===== config.mk =====
export PLATFORM = sky130hd
export DESIGN_NAME = qspi_flash_responder_flat
export DESIGN_NICKNAME = d
export VERILOG_FILES = /design/src/rtl/qspi_flash_responder_if.sv /design/src/rtl/qspi_flash_responder.sv /design/src/flat_wrapper.sv
export SDC_FILE = /design/constraint.sdc
export NUM_CORES = 1
export LEC_CHECK = 0
export ABC_AREA = 1
export CORE_MARGIN = 2
export CORE_UTILIZATION = 45
export DETAILED_ROUTE_END_ITERATION = 6
export GPL_TIMING_DRIVEN = 0
export PLACE_DENSITY = 0.64
export RECOVER_POWER = 100
export SLEW_MARGIN = 5
export SYNTH_ARGS = -nofsm -noshare
export SYNTH_HDL_FRONTEND = slang
export SYNTH_SLANG_ARGS = --single-unit

===== constraint.sdc =====
create_clock -name clock -period 2.5 [get_ports clock]
set_clock_uncertainty 0.05 [all_clocks]
set_input_delay 0.625 -clock clock [delete_from_list [all_inputs] [get_ports clock]]
set_output_delay 0.625 -clock clock [all_outputs]
set_load 0.01 [all_outputs]

===== src/rtl/qspi_flash_responder_if.sv =====
// QSPI target pins plus the synchronous byte-memory read port of qspi_flash_responder.
// slave = responder side, master = flash controller / memory side.
interface qspi_flash_responder_if #(
    parameter int ADDR_W = 16
);
    logic              qspi_sck;
    logic              qspi_cs_0;
    logic [3:0]        qspi_dq_i;
    logic [3:0]        qspi_dq_o;
    logic [3:0]        qspi_dq_oe;
    logic              mem_rd;
    logic [ADDR_W-1:0] mem_addr;
    logic [7:0]        mem_rdata;
    logic              busy;
    logic              cmd_err;

    modport slave (
        input  qspi_sck, qspi_cs_0, qspi_dq_i, mem_rdata,
        output qspi_dq_o, qspi_dq_oe, mem_rd, mem_addr, busy, cmd_err
    );

    modport master (
        output qspi_sck, qspi_cs_0, qspi_dq_i, mem_rdata,
        input  qspi_dq_o, qspi_dq_oe, mem_rd, mem_addr, busy, cmd_err
    );
endinterface


===== src/rtl/qspi_flash_responder.sv =====
// QSPI flash target serving 0x03/0x0B reads (plus quad 0x6B when QSPI_RESP_QUAD_EN is defined) from a sync byte memory.
// Latency: sck edge to internal action 3 clocks; data output changes at most 4 clocks after the sck fall.
// Backpressure: none; the master's sck paces everything and the next byte is prefetched one byte ahead.
module qspi_flash_responder #(
    parameter int ADDR_W    = 16,
    parameter int DUMMY_CYC = 8
) (
    input  logic                  clock,
    input  logic                  reset,
    qspi_flash_responder_if.slave bus
);
    typedef enum logic [2:0] {IDLE, CMD, ADDR, DUMMY, DATA, IGNORE} state_t;

    localparam logic [7:0] DUMMY_LAST = 8'(DUMMY_CYC - 1);
    localparam bit         HAS_DUMMY  = (DUMMY_CYC != 0);

    state_t            state, state_nxt;
    logic [1:0]        sck_s, cs_s;
    logic [3:0]        dq_s0, dq_s1;
    logic              sck_d, cs_d, cs_armed;
    logic              sck_rise, sck_fall, cs_rise, cs_fall;
    logic [ADDR_W-1:0] shreg, sh_nxt;
    logic [7:0]        cnt;
    logic              use_dummy, dummy_nxt, err_nxt;
    logic              rd_pend, pre_vld, drive, sampled, byte_end;
    logic [7:0]        pre_buf, byte_sh;
    logic [3:0]        bits_left;
    logic              mem_rd_q, busy_q, cmd_err_q;
    logic [ADDR_W-1:0] mem_addr_q;
    logic              spare_unused;
`ifdef QSPI_RESP_QUAD_EN
    logic              quad, quad_nxt;
`else
    logic              quad;
    assign quad = 1'b0;
`endif

    assign sck_rise = sck_s[1] & ~sck_d;
    assign sck_fall = ~sck_s[1] & sck_d;
    assign cs_rise  = cs_s[1] & ~cs_d;
    // cs_d resets low so a cs still held low across reset never looks like a fresh fall
    assign cs_fall  = ~cs_s[1] & cs_d;
    assign sh_nxt   = {shreg[ADDR_W-2:0], dq_s1[0]};
    assign byte_end = drive && sck_fall && sampled && (bits_left == 4'd1);
    assign spare_unused = ^{dq_s1[3:1], shreg[ADDR_W-1]};

    always_comb begin
        state_nxt = state;
        dummy_nxt = use_dummy;
        err_nxt   = 1'b0;
`ifdef QSPI_RESP_QUAD_EN
        quad_nxt  = quad;
`endif
        if (cs_rise) begin
            state_nxt = IDLE;
        end else begin
            case (state)
                IDLE:  if (cs_fall) state_nxt = CMD;
                CMD: begin
                    if (sck_rise && cnt == 8'd7) begin
                        state_nxt = ADDR;
                        dummy_nxt = 1'b0;
`ifdef QSPI_RESP_QUAD_EN
                        quad_nxt  = 1'b0;
`endif
                        case (sh_nxt[7:0])
                            8'h03: ;
                            8'h0B: dummy_nxt = HAS_DUMMY;
`ifdef QSPI_RESP_QUAD_EN
                            8'h6B: begin
                                dummy_nxt = HAS_DUMMY;
                                quad_nxt  = 1'b1;
                            end
`endif
                            default: begin
                                state_nxt = IGNORE;
                                err_nxt   = 1'b1;
                            end
                        endcase
                    end
                end
                ADDR:  if (sck_rise && cnt == 8'd23) state_nxt = use_dummy ? DUMMY : DATA;
                DUMMY: if (sck_rise && cnt == DUMMY_LAST) state_nxt = DATA;
                default: ;
            endcase
        end
    end

    always_ff @(posedge clock) begin
        if (reset) begin
            state      <= IDLE;
            sck_s      <= 2'b00;
            cs_s       <= 2'b00;
            dq_s0      <= 4'h0;
            dq_s1      <= 4'h0;
            sck_d      <= 1'b0;
            cs_d       <= 1'b0;
            cs_armed   <= 1'b0;
            shreg      <= '0;
            cnt        <= 8'd0;
            use_dummy  <= 1'b0;
            rd_pend    <= 1'b0;
            pre_vld    <= 1'b0;
            drive      <= 1'b0;
            sampled    <= 1'b0;
            pre_buf    <= 8'h00;
            byte_sh    <= 8'h00;
            bits_left  <= 4'd0;
            mem_rd_q   <= 1'b0;
            mem_addr_q <= '0;
            busy_q     <= 1'b0;
            cmd_err_q  <= 1'b0;
`ifdef QSPI_RESP_QUAD_EN
            quad       <= 1'b0;
`endif
        end else begin
            sck_s     <= {sck_s[0], bus.qspi_sck};
            cs_s      <= {cs_s[0], bus.qspi_cs_0};
            dq_s0     <= bus.qspi_dq_i;
            dq_s1     <= dq_s0;
            sck_d     <= sck_s[1];
            cs_d      <= cs_s[1];
            cs_armed  <= cs_armed | cs_s[1];
            busy_q    <= ~cs_s[1] & cs_armed;
            state     <= state_nxt;
            cmd_err_q <= err_nxt;
            use_dummy <= dummy_nxt;
`ifdef QSPI_RESP_QUAD_EN
            quad      <= quad_nxt;
`endif
            mem_rd_q  <= 1'b0;
            rd_pend   <= mem_rd_q;
            if (rd_pend) begin
                pre_buf <= bus.mem_rdata;
                pre_vld <= 1'b1;
            end
            if (cs_rise || state == IDLE) begin
                cnt       <= 8'd0;
                drive     <= 1'b0;
                sampled   <= 1'b0;
                pre_vld   <= 1'b0;
                bits_left <= 4'd0;
            end else begin
                cnt <= (state_nxt != state) ? 8'd0 : cnt + {7'd0, sck_rise};
                if (sck_rise && (state == CMD || state == ADDR)) shreg <= sh_nxt;
                if (state == ADDR && state_nxt != ADDR) begin
                    mem_addr_q <= sh_nxt;
                    mem_rd_q   <= 1'b1;
                end
                if (state == DATA) begin
                    // a fall only advances the output once the master has sampled it on a rise
                    if (sck_rise) sampled <= 1'b1;
                    if ((!drive && pre_vld) || byte_end) begin
                        byte_sh    <= pre_buf;
                        pre_vld    <= 1'b0;
                        drive      <= 1'b1;
                        sampled    <= 1'b0;
                        bits_left  <= quad ? 4'd2 : 4'd8;
                        mem_addr_q <= mem_addr_q + 1'b1;
                        mem_rd_q   <= 1'b1;
                    end else if (drive && sck_fall && sampled) begin
                        byte_sh   <= quad ? {byte_sh[3:0], 4'h0} : {byte_sh[6:0], 1'b0};
                        bits_left <= bits_left - 4'd1;
                        sampled   <= 1'b0;
                    end
                end
            end
        end
    end

    assign bus.mem_rd   = mem_rd_q;
    assign bus.mem_addr = mem_addr_q;
    assign bus.busy     = busy_q;
    assign bus.cmd_err  = cmd_err_q;
`ifdef QSPI_RESP_QUAD_EN
    assign bus.qspi_dq_oe = drive ? (quad ? 4'hF : 4'h2) : 4'h0;
    assign bus.qspi_dq_o  = !drive ? 4'h0 : (quad ? byte_sh[7:4] : {2'b00, byte_sh[7], 1'b0});
`else
    assign bus.qspi_dq_oe = {2'b00, drive, 1'b0};
    assign bus.qspi_dq_o  = {2'b00, drive & byte_sh[7], 1'b0};
`endif
endmodule


===== src/flat_wrapper.sv =====
// flat-port wrapper written by rule: the top's interface ports become plain ports
module qspi_flash_responder_flat 
#(
    parameter int ADDR_W    = 16,
    parameter int DUMMY_CYC = 8
)
  (clock, reset, bus_qspi_sck, bus_qspi_cs_0, bus_qspi_dq_i, bus_mem_rdata, bus_qspi_dq_o, bus_qspi_dq_oe, bus_mem_rd, bus_mem_addr, bus_busy, bus_cmd_err);
  qspi_flash_responder_if #(.ADDR_W(ADDR_W)) bus_i ();
  input  logic clock;
  input  logic reset;
  input wire logic [$bits(bus_i.qspi_sck)-1:0] bus_qspi_sck;
  input wire logic [$bits(bus_i.qspi_cs_0)-1:0] bus_qspi_cs_0;
  input wire logic [$bits(bus_i.qspi_dq_i)-1:0] bus_qspi_dq_i;
  input wire logic [$bits(bus_i.mem_rdata)-1:0] bus_mem_rdata;
  output wire logic [$bits(bus_i.qspi_dq_o)-1:0] bus_qspi_dq_o;
  output wire logic [$bits(bus_i.qspi_dq_oe)-1:0] bus_qspi_dq_oe;
  output wire logic [$bits(bus_i.mem_rd)-1:0] bus_mem_rd;
  output wire logic [$bits(bus_i.mem_addr)-1:0] bus_mem_addr;
  output wire logic [$bits(bus_i.busy)-1:0] bus_busy;
  output wire logic [$bits(bus_i.cmd_err)-1:0] bus_cmd_err;
  assign bus_i.qspi_sck = bus_qspi_sck;
  assign bus_i.qspi_cs_0 = bus_qspi_cs_0;
  assign bus_i.qspi_dq_i = bus_qspi_dq_i;
  assign bus_i.mem_rdata = bus_mem_rdata;
  assign bus_qspi_dq_o = bus_i.qspi_dq_o;
  assign bus_qspi_dq_oe = bus_i.qspi_dq_oe;
  assign bus_mem_rd = bus_i.mem_rd;
  assign bus_mem_addr = bus_i.mem_addr;
  assign bus_busy = bus_i.busy;
  assign bus_cmd_err = bus_i.cmd_err;
  qspi_flash_responder #(.ADDR_W(ADDR_W), .DUMMY_CYC(DUMMY_CYC)) u_core (.clock(clock), .reset(reset), .bus(bus_i));
endmodule

Word-level counts from Yosys, hierarchy flattened. Index checks and enable logic that the tools add are counted.

Add/sub/neg operators: 3. Equality and inequality tests: 11. Multiplexer cells: 26. Bitwise logic cells: 15. Reductions and logical operators: 25.

Operators by type and width (number): 16-bit 2-to-1 mux (3); 3-bit 2-to-1 mux (7); 16-bit by 1-bit adder with 16-bit output (second input constant) (1); 8-bit 2-to-1 mux (2); 3-bit case mux with 4 select lines (1); 1-bit 2-to-1 mux (11); 8-bit by 1-bit adder with 8-bit output (1); 8-bit by 2-bit == test with 1-bit output (second input constant) (1); 8-bit by 3-bit == test with 1-bit output (second input constant) (1); 8-bit by 4-bit == test with 1-bit output (second input constant) (1); 8-bit by 5-bit == test with 1-bit output (second input constant) (1); 1-bit logical AND (8); 4-bit 2-to-1 mux (2); 1-bit inverter (8); 2-bit AND reduction (4); 1-bit bitwise AND (6); 3-bit by 2-bit == test with 1-bit output (second input constant) (2); 3-bit AND reduction (2); 4-bit by 1-bit == test with 1-bit output (second input constant) (1); 2-bit OR reduction (2); 4-bit OR reduction (1); 4-bit by 1-bit subtractor with 4-bit output (second input constant) (1); 3-bit by 1-bit == test with 1-bit output (second input constant) (1); 3-bit == test (second input constant) (1); other kinds (9) (11).

Register bits: 79. Input port bits: 16. Output and inout bits: 27. Word-level logic and storage cells: 102.

Depth between registers and ports, before layout. Gate-level depths: netlist of run 1.

Depth after elaboration: 11. Depth in mapped cells: 15.

Worst setup path before layout of run 1. OpenSTA, ideal clock, no wires.

Kind: flip-flop to flip-flop. Start: register u_core.mem_addr_q[0], in the netlist u_core.bus.mem_addr[0]. End: register u_core.mem_addr_q[15], in the netlist u_core.bus.mem_addr[15]. Library setup time: 0.070 ns. Arrival time: 1.631 ns. Required time: 2.380 ns. Setup slack: 0.749 ns. Cell stages (with the launch flop): 13. Path buffers: 0. Clock period less this slack: 1.751 ns. Cell sequence: dfxtp_1 nand2_1 nor2_1 nand4_1 nor2_1 nand2_1 nor3_1 nand2_1 a21oi_1 o21ai_0 nand2_1 inv_1 a21oi_1.

Cells in the longest elaborated chain, start to end: 3.

Ends and longest elaborated chain: start: declaration (line qspi_flash_responder.sv:29) `logic [ADDR_W-1:0] mem_addr_q;`; start signal: assignment (line qspi_flash_responder.sv:147) `mem_addr_q <= sh_nxt;`; start signal: assignment (line qspi_flash_responder.sv:159) `mem_addr_q <= mem_addr_q + 1'b1;`; 16-bit by 1-bit adder with 16-bit output (line qspi_flash_responder.sv:159); 16-bit 2-to-1 mux (line qspi_flash_responder.sv:153) `if ((!drive && pre_vld) || byte_end) begin`; 16-bit 2-to-1 mux (line qspi_flash_responder.sv:150) `if (state == DATA) begin`.

No other way between the ends. A chain may end at the register's enable or synchronous reset.

Worst setup path after layout of run 1.
Start: register u_core.state[2]. End: register u_core.shreg[4].

Cells in the longest elaborated chain, start to end: 4. Elaborated cells between the ends (all ways): 8. Classes of those cells: eq/ne (2); bitwise (1); reduce/logical (5).

Ends and longest elaborated chain: start: declaration (line qspi_flash_responder.sv:17) `state_t state, state_nxt;`; start signal: assignment (line qspi_flash_responder.sv:125) `state <= state_nxt;`; 3-bit by 1-bit == test with 1-bit output (tied with other cells) (line qspi_flash_responder.sv:145) `if (sck_rise && (state == CMD || state == ADDR)) shreg <= sh_nxt;`; 1-bit logical OR (on tied branches) (line qspi_flash_responder.sv:145, qspi_flash_responder.sv:137); 1-bit logical AND or 1-bit inverter (tied branches); 2-bit AND reduction (no source line) *; end signal: assignment (line qspi_flash_responder.sv:145); end: declaration (line qspi_flash_responder.sv:22) `logic [ADDR_W-1:0] shreg, sh_nxt;`.

Mark *: on every way between the ends. The rest lies on a longest branch, timed or not.

==> results.ini, run 1 <==
[grt]
grt_pass1_vias = 3374
grt_usage_pct = 20.1
grt_max_degree = 13
met3_usage_pct = 4.89
grtUsageMet1_pct = 27.0
grt_util_met2_pct = 32.1
busiest_layer = met2
grt_first_pass_wirelength_um = 15800
grt.overflow.total = 0
antenna_found_initial = 0

[setup_path]
rr_worst_depth = 9
arrival_ns = 2.44
crit_path_top_delay_cell = dfxtp_1
path_class = reg2reg
cp-end-kind = flop
crit_chain = inv_1 > nand3_1 > nand2_2 > inv_1 > nand3_1 > inv_1 > clkbuf_2 > nor2_1 > nor2_1
r2r_end = u_core.shreg[4]
reg2reg_setup_slack_ns = 0.29
critPathBufInv = 4
crit_family = buffers and inverters
worstPathMaxFanout = 10
worstPathRequired_ns = 2.74
cpMostUsedCell = inv_1
crit_path_max_incr_delay_ns = 0.45
r2r_start = u_core.state[2]
start_kind = flop

[synthesis]
netlist_area_um2 = 3910
yosys_warnings = 0
yosysTopAreaCellShare_pct = 40.5
syn_avg_cell_area_um2 = 6.82
ys_top_cells_by_area = dfxtp_1 40%, nand2_1 9.2%, nor2_1 8.3%
ys_types = 33
synthCells = 573
ys_seq_area_share_pct = 40.5
ys_ff_latch = 79
synth_largest_area_cell = dfxtp_1

[power_and_ir_drop]
p_leak_nw = 2.02
ir_drop_v = 0.000264
p_per_area_nw_per_um2 = 501

[clock_tree]
h-tree-depth = 3
cts_sinks = 79
path_clk_slew_ns = 0.08
cts_setup_buffers = 0
cts_made_buffers = 9
clkLatencyLatePin_ns = 0.35
clockRootBuffer = clkbuf_8
cts_tree = built
clk_path_buf_depth = 2

[outcome]
status = complete, no violations

[sta]
hold_viol_final = 0
drv_slew = 0
setup_tns_ns = 0
grt_setup_unrepaired = false
max_freq_mhz = 453
relSlewSlack_pct = 59.8
setup_violations = 0
fin_crit_ns = 2.21
fin_crit_sh_pct = 88.3
tightest_slew_ns = 0.603

[routing]
viasPerCell = 5.04
routed_wl_um = 9020
drtPass1Iterations = 6
drt_first_iter_violations = 206
antenna_left = 0
drc = 0
vias = 3691
wire_per_inst_um = 12.3

[cells_and_area]
synthToLayoutAreaGrowth_pct = 16.5
drive_above_1_share_pct = 6.38
postLayoutCellArea_um2 = 4550
nets = 643
antenna_cells = 0
final_common_cell = nand2_1
final_cell_mix = 96 x nand2_1, 87 x nor2_1, 85 x inv_1, 79 x dfxtp_1, 55 x o21ai_0

[floorplan]
die-area_um2 = 9440
die_y_um = 97.2
io-pin-count = 43
rows = 33
start_util_pct = 47.1
dieWidth_um = 97.2
core_area_um2 = 8300

[placement]
post_dp_cell_area_um2 = 4390
dp_hpwl_um = 6550
io_buffers = 33
gp_congestion = 0.863

[min_path]
hold_path.class = reg2reg
hold_start = u_core.cs_s[0]
whs_endpoint = u_core.cs_s[1]
whs_path_depth = 2

[run]
drv_cap = 0

[how the worst max path moves through the flow]
| stage | startpoint | endpoint | cells after the start |
|---|---|---|---|
| after floorplan | u_core.bus.mem_addr[0] | u_core.bus.mem_addr[15] | 12 |
| after global routing | u_core.cs_s[1] | u_core.shreg[11] | 10 |
| final | u_core.state[2] | u_core.shreg[4] | 9 |
| after detailed placement | reset | u_core.cnt[2] | 6 |
| after CTS | u_core.bits_left[1] | u_core.bus.mem_addr[10] | 12 |
| after global placement | reset | u_core.cnt[3] | 6 |
[metal layers]
metal,vias up,part of all wire [%]
met3,11,5.5
met5,-,0
li1,1930,-
met1,1656,48
met4,0,1.1
met2,94,45
[what timing repair did]
action,4_1_cts,5_1_grt
resized for setup,0,2
endpoints found under the setup margin,0,5
hold buffers,0,0
[worst reg2reg max path, delay by kind of cell (launching register included)]
| family | cells | cell delay [ns] |
|---|---|---|
| flops | 1 | 0.45 |
| buf+inv | 4 | 0.88 |
| simple gates | 5 | 0.76 |
[synth_stat cells, drive strengths merged]
library cell	instances
xor2	3
buf	16
nor3b	2
conb	1
nand3b	9
o31ai	1
o2111ai	1
a21oi	35
nand3	46
nor2	89
a31oi	4
clkbuf	11
inv	85
nor3	9
o21ai	59
a211oi	2
nand2	100
dfxtp	79
ha	5
or2	2
nand4	5
o211ai	8
o21a	1
[cell families after synthesis]
| logic type | Yosys count | synth area share (%) |
|---|---|---|
| and+or+nand+nor | 262 | 29.7 |
| buffers and inverters | 112 | 12.0 |
| AOI/OAI and AO/OA | 111 | 15.4 |
| DFF | 79 | 40.5 |
| adders and majority gates | 5 | 1.60 |
| xor gates and xnor gates | 3 | 0.673 |
| other | 1 | 0.0960 |
[flip-flops by register name, summed over array words and instances, names as in the netlist, 2 cells and up]
register             count
u_core.bus.mem_addr     16
u_core.shreg            15
u_core.byte_sh           8
u_core.cnt               8
u_core.pre_buf           8
u_core.bits_left         4
u_core.state             3
u_core.cs_s              2
u_core.sck_s             2
[metrics by stage]
stage          power, mW  worst slack (ns)  hold WS [ns]  utilization [%]  std cells
2_1_floorplan       1.38             0.749         0.338                -        578
3_3_place_gp        1.43             0.210         0.339             52.9        716
3_5_place_dp        1.43             0.154         0.346             52.9        716
4_1_cts             2.30             0.266         0.357             55.0        732
5_1_grt             2.38            0.0456         0.367             54.8        732
6_report            2.28             0.294         0.355             54.8        732
[cell type report]
| cell class | count | area [um2] |
|---|---|---|
| Clock inverter | 3 | 17.5 |
| Inverter | 85 | 319 |
| Buffer | 27 | 150 |
| Fill cell | 858 | 3750 |
| Clock buffer | 13 | 159 |
| Multi-Input combinational cell | 387 | 1860 |
| Timing Repair Buffer | 33 | 330 |
| Sequential cell | 79 | 1580 |
| Tap cell | 105 | 131 |
[power by group]
group | internal [mW] | switching, mW | total [mW]
clock | 0.413 | 0.466 | 0.879
combinational | 0.0522 | 0.0669 | 0.119
sequential | 1.27 | 0.0120 | 1.28
total | 1.74 | 0.545 | 2.28
(Power assumes the default switching activity.)
==> inputs of run 2 (changes only) <==
- CORE_UTILIZATION: 45 -> 55
- PLACE_DENSITY: 0.64 -> 0.76
==> run 2 against run 1 <==
Die area fell by 17%; power down 0.91%; count of clock-buffer cells in the layout fell by 3; final area decreased by 0.14%; via count decreased by 0.16%; critical path depth grew 3; flip-flop and latch count unchanged; worst hold slack better by 0.0037 ns.
==> results.ini, run 2 (same netlist as run 1, synthesis figures left out) <==
[floorplan]
io-pin-count = 43  ; unchanged
dieWidth_um = 88.3  ; -9.2%
core_area_um2 = 6830  ; -18%
die_y_um = 88.3  ; -9.2%
die-area_um2 = 7790  ; -17%
start_util_pct = 57.2  ; +10 points
rows = 30  ; -9.1%

[routing]
drt_first_iter_violations = 236  ; +15%
drc = 0  ; unchanged
routed_wl_um = 8500  ; -5.8%
antenna_left = 0  ; unchanged
viasPerCell = 5.10  ; +1.1%
wire_per_inst_um = 11.8  ; -4.6%
drtPass1Iterations = 5  ; -1
vias = 3685  ; -0.16%

[grt]
grt_first_pass_wirelength_um = 14500  ; -8.2%
antenna_found_initial = 0  ; unchanged
grt.overflow.total = 0  ; unchanged
grt_max_degree = 15  ; +2
grt_pass1_vias = 3255  ; -3.5%
grt_usage_pct = 23.2  ; +3.2 points

[cells_and_area]
synthToLayoutAreaGrowth_pct = 16.3
drive_above_1_share_pct = 7.18  ; +0.80 points
antenna_cells = 0  ; unchanged
postLayoutCellArea_um2 = 4540  ; -0.14%
final_cell_mix = 95 x nand2_1, 87 x nor2_1, 84 x inv_1, 79 x dfxtp_1, 56 x o21ai_0
largest_reg_flops = 16  ; unchanged
nets = 643  ; unchanged
final_core_util_pct = 66.5  ; +12 points
final_common_cell = nand2_1

[sta]
fin_crit_ns = 2.24  ; +0.0374 ns
max_freq_mhz = 446  ; -1.7%
setup_violations = 0  ; unchanged
drv_slew = 0  ; unchanged
grt_setup_unrepaired = false
setup_tns_ns = 0  ; unchanged
hold_viol_final = 0  ; unchanged
relSlewSlack_pct = 60.8  ; +1.0 points
fin_crit_sh_pct = 89.7  ; +1.5 points
tightest_slew_ns = 0.587  ; -0.0156 ns

[setup_path]
arrival_ns = 2.41  ; -0.03 ns
cpMostUsedCell = inv_1
r2r_start = u_core.bits_left[1]
crit_path_top_delay_cell = o21ai_0
crit_family = compound AO/OA/AOI/OAI gates
path_class = reg2reg
worstPathRequired_ns = 2.66  ; -0.08 ns
cp-end-kind = flop
r2r_end = u_core.bus.mem_addr[10]
worstPathMaxFanout = 10  ; unchanged
rr_worst_depth = 12  ; +3
start_kind = flop
reg2reg_setup_slack_ns = 0.26  ; -0.04 ns
crit_chain = inv_1 > ha_1 > nand3_1 > o21ai_0 > nand2_2 > inv_1 > buf_2 > nand2_1 > o21ai_0 > inv_1 > nand2_1 > a21oi_1
crit_path_max_incr_delay_ns = 0.41  ; -0.04 ns
critPathBufInv = 4  ; unchanged

[run]
drv_cap = 0  ; unchanged

[clock_tree]
cts_sinks = 79  ; unchanged
clk_path_buf_depth = 2  ; unchanged
cts_made_buffers = 9  ; unchanged
postCtsHoldBufs = 0  ; unchanged
path_clk_slew_ns = 0.08  ; about the same
cts_tree = built
clkLatencyLatePin_ns = 0.34  ; about the same
h-tree-depth = 3  ; unchanged
clockRootBuffer = clkbuf_8

[power_and_ir_drop]
total_power_mw = 2.26  ; -0.91%
ir_drop_v = 0.000342  ; +30%
p_per_area_nw_per_um2 = 498  ; -0.77%
p_leak_nw = 1.95  ; -3.4%

[placement]
dp_hpwl_um = 6270  ; -4.3%
post_dp_cell_area_um2 = 4380  ; -0.26%
gp_congestion = 0.855  ; -1.0%
io_buffers = 33  ; unchanged

[outcome]
status = complete, no violations

[min_path]
hold_path.class = reg2reg
whs_path_depth = 2  ; unchanged
whs_endpoint = u_core.sck_s[1]
hold_start = u_core.sck_s[0]

run 2: worst max path at each step:
stage                           startpoint                 endpoint  slack (ns)  cells past startpoint
floorplan           u_core.bus.mem_addr[0]  u_core.bus.mem_addr[15]        0.75                     12
global placement                     reset            u_core.cnt[2]        0.22                      6
detailed placement                   reset            u_core.cnt[3]        0.20                      6
CTS                    u_core.bits_left[1]  u_core.bus.mem_addr[10]        0.28                     12
global route           u_core.bits_left[1]  u_core.bus.mem_addr[10]       0.004                     12
finish                 u_core.bits_left[1]  u_core.bus.mem_addr[10]        0.26                     12
run 2: stage by stage:
step | hold WS [ns] | setup slack [ns] | instances
5_1_grt | 0.386 | 0.00381 | 723
3_5_place_dp | 0.349 | 0.199 | 707
3_3_place_gp | 0.339 | 0.224 | 707
6_report | 0.359 | 0.256 | 723
2_1_floorplan | 0.338 | 0.749 | 578
4_1_cts | 0.361 | 0.276 | 723
run 2: repair_timing:
action / in CTS / in global routing
setup buffers: 0 / 0
endpoints found under the hold margin: 0 / 0
endpoints found under the setup margin: 0 / 2
gates resized for setup: 0 / 1
run 2: report_power, final:
part / internal [mW] / switching (mW) / leakage (nW)
combinational: 0.0547 / 0.0660 / 1.23
clock: 0.366 / 0.490 / 0.0793
sequential: 1.27 / 0.0125 / 0.638
run 2: final cells by class:
| cell class | count | area, um2 |
|---|---|---|
| buffer | 27 | 151 |
| clock buffer | 10 | 128 |
| clock inverter | 6 | 45.0 |
| fill | 652 | 2290 |
| inverter | 85 | 319 |
| multi-input combinational | 387 | 1870 |
| sequential | 79 | 1580 |
| tap | 96 | 120 |
| timing repair buffer | 33 | 330 |
run 2: worst min-delay path: stages (launching register included):
cell and delay, ns:
dfxtp_1 0.30, inv_1 0.04, nor2_1 0.03
run 2: layer usage:
metal  routed length [um]  up-vias  share of wire (%)  track usage, %
li1                     -     1925                  -               -
met1                 4110     1640                 48            32.5
met2                 3810      108                 45            37.3
met3                  459       12                5.4            3.26
met4                  123        0                1.4            7.58
met5                    0        -                  0               0
==> inputs of run 3 (changes only) <==
- CORE_UTILIZATION: 55 -> 56
- PLACE_DENSITY: 0.76 -> 0.77
==> run 3 against run 2 <==
Routed wire length is 7.0% higher; via count is 1.1% higher; critical path depth is 2 lower; clock power is 4.0% higher; combinational power hardly changed; global-route usage is 1.5 points higher; power is 1.4% higher; cell count is 2.4% lower; critical path type unchanged; count of clock-buffer cells in the layout is 2 higher; utilization is 0.46 points higher.
==> results.ini, run 3 (same netlist as run 1, synthesis figures left out) <==
[outcome]
status = complete, no violations

[power_and_ir_drop]
switching_power_uw = 536  ; -5.8%
p_leak_nw = 2.03  ; +4.0%
p_per_area_nw_per_um2 = 507  ; +1.8%
p_sw_share_pct = 23.4  ; -1.8 points
ir_drop_v = 0.000318  ; -6.9%
total_power_mw = 2.29  ; +1.4%
clock_power_share_pct = 38.8  ; +0.9 points
power_frac_comb_pct = 5.2  ; about the same
p_int_mw = 1.76  ; +3.8%
power_frac_seq_pct = 56.0  ; -0.8 points

[routing]
viasPerCell = 5.28  ; +3.5%
drt_first_iter_violations = 201  ; -15%
wire_per_inst_um = 12.9  ; +9.6%
antenna_left = 0  ; unchanged
drtPass1Iterations = 5  ; unchanged
routed_wl_um = 9100  ; +7.0%
vias = 3725  ; +1.1%
drc = 0  ; unchanged

[run]
drv_cap = 0  ; unchanged

[setup_path]
crit_path_max_incr_delay_ns = 0.34  ; -0.07 ns
crit_path_top_delay_cell = dfxtp_1
arrival_ns = 2.43  ; +0.02 ns
worstPathRequired_ns = 2.69  ; +0.03 ns
cpMostUsedCell = inv_1
path_class = reg2reg
reg2reg_setup_slack_ns = 0.25  ; about the same
crit_chain = inv_1 > nor2_1 > inv_1 > nand2_2 > inv_1 > nand3_1 > inv_1 > clkbuf_2 > nor2_1 > nor2_1
cp-end-kind = flop
start_kind = flop
worstPathMaxFanout = 10  ; unchanged

[sta]
fin_crit_sh_pct = 89.9  ; +0.14 points
grt_setup_unrepaired = false
setup_violations = 0  ; unchanged
hold_viol_final = 0  ; unchanged
fin_crit_ns = 2.25  ; +0.00362 ns
max_freq_mhz = 445  ; -0.16%
setup_tns_ns = 0  ; unchanged
relSlewSlack_pct = 49.3  ; -12 points
drv_slew = 0  ; unchanged
tightest_slew_ns = 0.760  ; +0.173 ns

[placement]
gp_congestion = 0.864  ; +1.0%
io_buffers = 33  ; unchanged
dp_hpwl_um = 6430  ; +2.5%

[clock_tree]
cts_sinks = 79  ; unchanged
postCtsResizedCells = 0  ; unchanged
clkLatencyLatePin_ns = 0.35  ; about the same
clockRootBuffer = clkbuf_8
cts_setup_buffers = 0  ; unchanged
h-tree-depth = 3  ; unchanged
path_clk_slew_ns = 0.07  ; about the same
postCtsHoldBufs = 0  ; unchanged
cts_tree = built
cts_made_buffers = 9  ; unchanged
clk_path_buf_depth = 2  ; unchanged

[floorplan]
rows = 30  ; unchanged
start_util_pct = 57.8  ; +0.64 points
die_y_um = 87.5  ; -0.86%
die-area_um2 = 7660  ; -1.7%
core_area_um2 = 6760  ; -1.1%
dieWidth_um = 87.5  ; -0.86%
io-pin-count = 43  ; unchanged

[cells_and_area]
antenna_cells = 0  ; unchanged
synthToLayoutAreaGrowth_pct = 15.8
final_cell_mix = 96 x nand2_1, 86 x nor2_1, 85 x inv_1, 79 x dfxtp_1, 56 x o21ai_0
final_common_cell = nand2_1
multiInputGateArea_um2 = 1860  ; -0.33%
drive_above_1_share_pct = 6.55  ; -0.63 points
regArea_um2 = 1580  ; unchanged
largest_reg_flops = 16  ; unchanged
nets = 643  ; unchanged
nFillCells = 603  ; -7.5%

[grt]
grt_pass1_vias = 3350  ; +2.9%
grt_max_degree = 13  ; -2
antenna_found_initial = 0  ; unchanged
grt.overflow.total = 0  ; unchanged
grt_usage_pct = 24.8  ; +1.5 points
grt_first_pass_wirelength_um = 15100  ; +4.3%

[min_path]
hold_path.class = reg2reg

==> run 3: cell types whose count changed in the layout (fill, tap and decap cells not counted), sizes merged, moves of 2 or more <==
cell	before	now
clkdlybuf4s50	32	11
dlygate4sd3	1	22
clkbuf	21	27
buf	16	12
clkinvlp	3	1
inv	87	85
==> run 3: layout make-up <==
cell class                 count  area share (%)
timing repair buffer          33            7.30
tap                           80            2.21
clock inverter                 3           0.387
clock buffer                  12            3.65
multi-input combinational    387            41.2
inverter                      85            7.05
buffer                        27            3.29
sequential                    79            35.0
==> run 3: stage by stage <==
stage | cell area (um2) | utilization [%] | hold slack, ns | cells | worst slack [ns]
2_1_floorplan | 3930 | - | 0.338 | 578 | 0.749
4_1_cts | 4540 | 67.2 | 0.364 | 706 | 0.194
3_3_place_gp | 4360 | 64.5 | 0.339 | 691 | 0.229
3_5_place_dp | 4360 | 64.5 | 0.353 | 691 | 0.140
5_1_grt | 4520 | 67.0 | 0.368 | 706 | 0.0395
6_report | 4520 | 67.0 | 0.360 | 706 | 0.253
==> run 3: power by group through the flow <==
| stage | logic [mW] | clock network, mW | registers, mW |
|---|---|---|---|
| global route | 0.133 | 0.951 | 1.28 |
| floorplan | 0.0670 | 0 | 1.31 |
| global placement | 0.119 | 0 | 1.31 |
| CTS | 0.122 | 0.900 | 1.28 |
| finish | 0.119 | 0.890 | 1.28 |
| detailed placement | 0.121 | 0 | 1.31 |
==> run 3: critical path: cells and delay by family, from the launching register on <==
| family | cells | cell delay (ns) |
|---|---|---|
| AND/OR/NAND/NOR | 5 | 0.93 |
| buffers and inverters | 5 | 0.82 |
| flip-flops | 1 | 0.34 |
==> run 3: metal layers <==
metal  GRT usage [%]  wire (um)  up-vias
met5               0          0        -
met4            9.37        121        0
met3            4.64        486       12
met2            39.6       4220      125
met1            33.3       4270     1667
li1                -          -     1921
==> run 3: worst paths after layout <==
kind	end	cells past startpoint	startpoint
setup reg to reg	u_core.shreg[5]	10	u_core.cs_s[1]
setup / recovery	u_core.shreg[5]	10	u_core.cs_s[1]
hold reg to reg	u_core.cs_s[1]	2	u_core.cs_s[0]
hold / removal	u_core.cs_s[1]	2	u_core.cs_s[0]
